--- config.mk ---
export PLATFORM = sky130hd
export DESIGN_NAME = serial_adder
export DESIGN_NICKNAME = d
export VERILOG_FILES = /design/src/rtl/serial_adder.sv
export SDC_FILE = /design/constraint.sdc
export NUM_CORES = 1
export LEC_CHECK = 0
export CORE_AREA = 3 3 61 63
export CTS_BUF_LIST = sky130_fd_sc_hd__clkbuf_8 sky130_fd_sc_hd__clkbuf_16
export DETAILED_ROUTE_END_ITERATION = 8
export DIE_AREA = 0 0 64 66
export PLACE_DENSITY_LB_ADDON = 0.25
export REMOVE_ABC_BUFFERS = 1
export SETUP_SLACK_MARGIN = 0.02
export SLEW_MARGIN = 20
export SYNTH_ARGS = -nofsm -noshare
export SYNTH_HDL_FRONTEND = slang
export SYNTH_SLANG_ARGS = --single-unit
--- constraint.sdc ---
create_clock -name clk -period 4 [get_ports clk]
set_input_delay 0.8 -clock clk [delete_from_list [all_inputs] [get_ports clk]]
set_output_delay 0.8 -clock clk [all_outputs]
set_load 0.02 [all_outputs]
--- src/rtl/serial_adder.sv ---
// -----------------------------------------------------------------------------
// serial_adder
//   Bit-serial ripple adder. Two WIDTH-bit unsigned operands and a carry-in are
//   accepted in IDLE and added LSB-first, one bit per clock, through a single
//   full-adder cell and a carry flip-flop. The WIDTH-bit sum and the carry-out
//   are then held in DONE until the consumer takes them.
//
//   Handshakes (both sides): a transfer happens on a rising edge where valid
//   and ready are both high. in_ready is high only in IDLE, so in_valid seen in
//   any other state is ignored. out_valid is high only in DONE, so out_ready
//   seen in any other state is ignored. Operands are captured on the accept
//   edge and may change freely afterwards. There is no DONE->IDLE bypass, so
//   back-to-back operations are issued at most once every WIDTH+2 cycles.
//
// Ports
//   clk        : clock, rising edge
//   rst_n      : synchronous active-low reset
//   in_valid   : a/b/cin valid this cycle
//   in_ready   : block can accept operands (IDLE)
//   a, b       : WIDTH-bit unsigned operands
//   cin        : carry-in
//   out_valid  : sum/cout valid (DONE)
//   out_ready  : consumer takes result this cycle
//   sum        : (a+b+cin) mod 2^WIDTH
//   cout       : bit WIDTH of a+b+cin
//   busy       : high in RUN or DONE
//   dbg_state  : current FSM state (0=IDLE, 1=RUN, 2=DONE)
// -----------------------------------------------------------------------------
module serial_adder #(
  parameter int WIDTH = 8
) (
  input  logic             clk,
  input  logic             rst_n,
  input  logic             in_valid,
  output logic             in_ready,
  input  logic [WIDTH-1:0] a,
  input  logic [WIDTH-1:0] b,
  input  logic             cin,
  output logic             out_valid,
  input  logic             out_ready,
  output logic [WIDTH-1:0] sum,
  output logic             cout,
  output logic             busy,
  output logic [1:0]       dbg_state
);

  localparam logic [1:0] IDLE = 2'd0;
  localparam logic [1:0] RUN  = 2'd1;
  localparam logic [1:0] DONE = 2'd2;

  // One extra bit so the counter can reach WIDTH without wrapping.
  localparam int              CW   = $clog2(WIDTH) + 1;
  localparam logic [CW-1:0]   LAST = CW'(WIDTH - 1);

  logic [1:0]       r_state;
  logic [WIDTH-1:0] r_a_sh;
  logic [WIDTH-1:0] r_b_sh;
  logic             r_carry;
  logic [WIDTH-1:0] r_sum;
  logic             r_cout;
  logic [CW-1:0]    r_cnt;

  logic             w_s;
  logic             w_carry_next;
  logic [WIDTH-1:0] w_sum_shift;

  // Single full-adder cell on the current LSBs.
  assign w_s          = r_a_sh[0] ^ r_b_sh[0] ^ r_carry;
  assign w_carry_next = (r_a_sh[0] & r_b_sh[0]) |
                        (r_a_sh[0] & r_carry)   |
                        (r_b_sh[0] & r_carry);

  // New sum bit enters at the MSB; after WIDTH shifts bit 0 lands at the LSB.
  // Written as shift-then-overwrite so WIDTH=1 needs no special slice.
  always_comb begin
    w_sum_shift            = r_sum >> 1;
    w_sum_shift[WIDTH-1]   = w_s;
  end

  always_ff @(posedge clk) begin
    if (!rst_n) begin
      r_state <= IDLE;
      r_a_sh  <= '0;
      r_b_sh  <= '0;
      r_carry <= 1'b0;
      r_sum   <= '0;
      r_cout  <= 1'b0;
      r_cnt   <= '0;
    end else begin
      case (r_state)
        IDLE: begin
          if (in_valid) begin
            r_a_sh  <= a;
            r_b_sh  <= b;
            r_carry <= cin;
            r_cnt   <= '0;
            r_sum   <= '0;
            r_state <= RUN;
          end
        end
        RUN: begin
          r_carry <= w_carry_next;
          r_sum   <= w_sum_shift;
          r_a_sh  <= r_a_sh >> 1;
          r_b_sh  <= r_b_sh >> 1;
          r_cnt   <= r_cnt + CW'(1);
          if (r_cnt == LAST) begin
            r_cout  <= w_carry_next;
            r_state <= DONE;
          end
        end
        DONE: begin
          if (out_ready) begin
            r_state <= IDLE;
          end
        end
        default: begin
          r_state <= IDLE;
        end
      endcase
    end
  end

  assign in_ready  = (r_state == IDLE);
  assign out_valid = (r_state == DONE);
  assign busy      = (r_state == RUN) || (r_state == DONE);
  assign sum       = r_sum;
  assign cout      = r_cout;
  assign dbg_state = r_state;

endmodule

==> impl_results.md <==
* Max layer used: met4
* Die area at roughly 0.0042 sq mm
* Clk root buf: clkbuf_8
* Largest net degree at the start of global routing at 34
* Num rows at 21
* Internal power at between 0.0006 and 0.0007 W
* Worst setup SP type: register
* DRT met1 WL at between 1000 and 1500 um
* Crit Path Max Fanout at 6
* Antenna Nets Post-Route at 0
* Max rail drop VDD at 305.0 uV
* Clock Tree Buf Depth at 2
* Pins Over Slew Limit at 0
* Worst-path clk slew at around 0.060 ns
* RSZ-0062 raised after global routing: no
* Met3 WL at around 190 um
* Core area at 0.003284 sq mm
* TritonCTS Buffers at 5
* Setup violators final at 0
* Post_cts resized at 0
* Router iterations before antenna repair at 4
* Hold Fails Final Rpt at 0
* Worst EP required at around 3.2 ns
* Grt ovf at 0
* Top-area cell type share of the netlist area at roughly 44%
* Status: finished, final reports clean
* Ys Warns at 0
* Clk Latency, worst-skew pair at approximately 0.28 ns
* Via density at between 5 and 6
* Routed len/inst at about 13 um
* GPL Wtd Cong at about 0.78
* Final period util at ~61%
* Crit path DAT at 1.65 ns
* Die H at between 60 and 70 um
* Met2 routed WL at approximately 1400 um
* Initial antenna violation count at 0
* First-pass GRT wire length at ~5000 um
* Setup TNS at 0 ns
* Crit path kind: register to output pin
* CTS H-tree depth at 2
* Max_cap viols at 0
* Gate count of the mapped netlist at between 150 and 200
* Slew margin rel. at just under 30%
* Synthesized flop and latch total at 32
* Ant diodes at 0
* Die W at approximately 64 um
* Post-layout util at between 50% and 60%
* Hold Buf Count CTS at 0
* Share of cells above drive strength 1 at a little under 5%
* Slew @ Worst Pin at about 1.0 ns
* Sequential share of the synthesized area at between 40% and 50%
* DP HPWL at 2075 um
* Clock power share at 24.7%
* Area growth syn-to-layout at 30.62%
* Final nets at around 210
* Worst Setup End Kind: output pin
* Pwr/cell area at ~520 mW/mm^2
* Area contributors post-synth: dfxtp_1 44%, mux2i_1 11%, a211oi_1 8.8%
* Comb pwr share at a little over a third
* Post-Syn Area at ~0.0014 sq mm
* Via Count at between 1000 and 1500
* Global-route usage over all layers at between 15 and 20%
* F_max at 0.4077 GHz
* Yosys cell types at 28
* Fillers at between 300 and 400
* Switch share at between 30% and 40%
* Sw power at about 0.00033 W
* CTS tree: built
* Vias in the first global route at ~1100
* Post-CTS Setup Bufs at 0
* DR iter-0 viols at 60
* Area leader, netlist: dfxtp_1
* Leakage power at around 0.70 nW
* HP Class: register to register
* Seq pwr share at between 40% and 50%
* DRC at 0
* Initial Utilization at 44.04%
* Final WL at around 3000 um
* CTS sink cnt at 32
* Syn Area/Cell at ~9 sq um
* Min Clock Period, post-route at 2.453 ns
* Final Skew at ~0.0036 ns
* Port Buffers at 34
* # IOs at 35
==> layout by cell type, fill, tap and decap left out <==
master	Yosys	routed
nand3b_1	1	1
a31oi_1	1	1
clkbuf_8	0	6
o22ai_1	1	1
ha_1	4	4
o21a_1	1	1
and3b_1	1	1
o2111ai_1	1	1
a32oi_1	8	8
inv_1	9	11
o221a_2	1	1
dfxtp_1	32	32
mux2_2	1	1
and4b_1	1	1
clkdlybuf4s50_1	0	34
o31ai_1	1	1
or4_1	1	1
a21oi_1	5	5
nand2_1	7	7
o21ai_0	1	1
nand4b_1	1	1
mux2i_1	16	16
nor2_1	25	25
buf_4	0	1
nand3_1	4	4
a211oi_1	17	17
fa_1	1	1
nor2b_1	2	2
or2b_1	1	1
==> synth_stat cells (all sizes together) <==
library cell   n
and4b          1
o21a           1
buf            6
mux2           1
nand4b         1
a211oi        17
or2b           1
o31ai          1
or4            1
a32oi          8
nand3b         1
o221a          1
o22ai          1
nand2          7
ha             4
mux2i         16
dfxtp         32
nor2          25
fa             1
inv            9
clkbuf         6
o21ai          1
and3b          1
a31oi          1
nor2b          2
nand3          4
o2111ai        1
a21oi          5
==> worst paths after layout <==
path                        startpoint                     end  slack (ns)  cells after the start
min             r_b_sh[7]$_SDFFE_PN0P_  r_b_sh[7]$_SDFFE_PN0P_        0.45                      2
max          dbg_state[1]$_SDFFE_PN0P_                in_ready        1.55                      3
max reg2reg  dbg_state[1]$_SDFFE_PN0P_   r_cnt[3]$_SDFFE_PN0P_        1.59                      5
min reg2reg     r_b_sh[7]$_SDFFE_PN0P_  r_b_sh[7]$_SDFFE_PN0P_        0.45                      2
==> state kept, by name, indices dropped and copies added (netlist names) <==
register / cells
r_a_sh: 8
r_b_sh: 8
sum: 8
r_cnt: 4
dbg_state: 2
cout: 1
r_carry: 1
==> worst max-delay path: stages (launching register included) <==
cell and delay (ns):
dfxtp_1 0.33, inv_1 0.11, ha_1 0.30, clkdlybuf4s50_1 0.65
==> kinds of logic after synthesis <==
family / after synthesis / share of synthesized area, %
adders and majority gates: 5 / 4.844
buffers and inverters: 21 / 5.969
muxes: 17 / 11.85
AOI/OAI and AO/OA: 37 / 19.03
and+or+nand+nor: 44 / 14.01
DFF: 32 / 44.29
==> power groups by stage <==
stage          Clock, W  Sequential [W]  Combinational (W)
6_report       0.000244        0.000400           0.000344
5_1_grt        0.000266        0.000407           0.000385
3_5_place_dp          0        0.000407           0.000345
2_1_floorplan         0        0.000408           0.000240
3_3_place_gp          0        0.000405           0.000337
4_1_cts        0.000253        0.000400           0.000348
==> layout make-up <==
cell class,count,area [sq um],area share (%)
inverter,9,33.78,1.788
tap,46,57.56,3.046
clock inverter,2,7.507,0.3974
sequential,32,640.6,33.91
multi-input combinational,103,719.4,38.08
timing repair buffer,35,347.8,18.41
clock buffer,6,82.58,4.371
==> through the flow <==
step / instances / total power (W) / instance area, sq um / setup slack (ns) / hold slack (ns)
2_1_floorplan: 144 / 0.0006486 / 1394 / 1.316 / 0.4316
3_5_place_dp: 225 / 0.0007526 / 1799 / 1.464 / 0.4486
4_1_cts: 233 / 0.001001 / 1889 / 1.533 / 0.4559
5_1_grt: 233 / 0.001059 / 1889 / 1.382 / 0.4893
3_3_place_gp: 225 / 0.0007421 / 1799 / 1.526 / 0.4476
6_report: 233 / 0.0009880 / 1889 / 1.547 / 0.4535
==> metal layers <==
layer  track usage (%)  vias up
met5                 0        -
met4             7.008        0
met3             5.782        6
met2             23.74       34
met1             18.77      563
li1                  -      621
No activity file was read; power rests on OpenSTA's default activity.
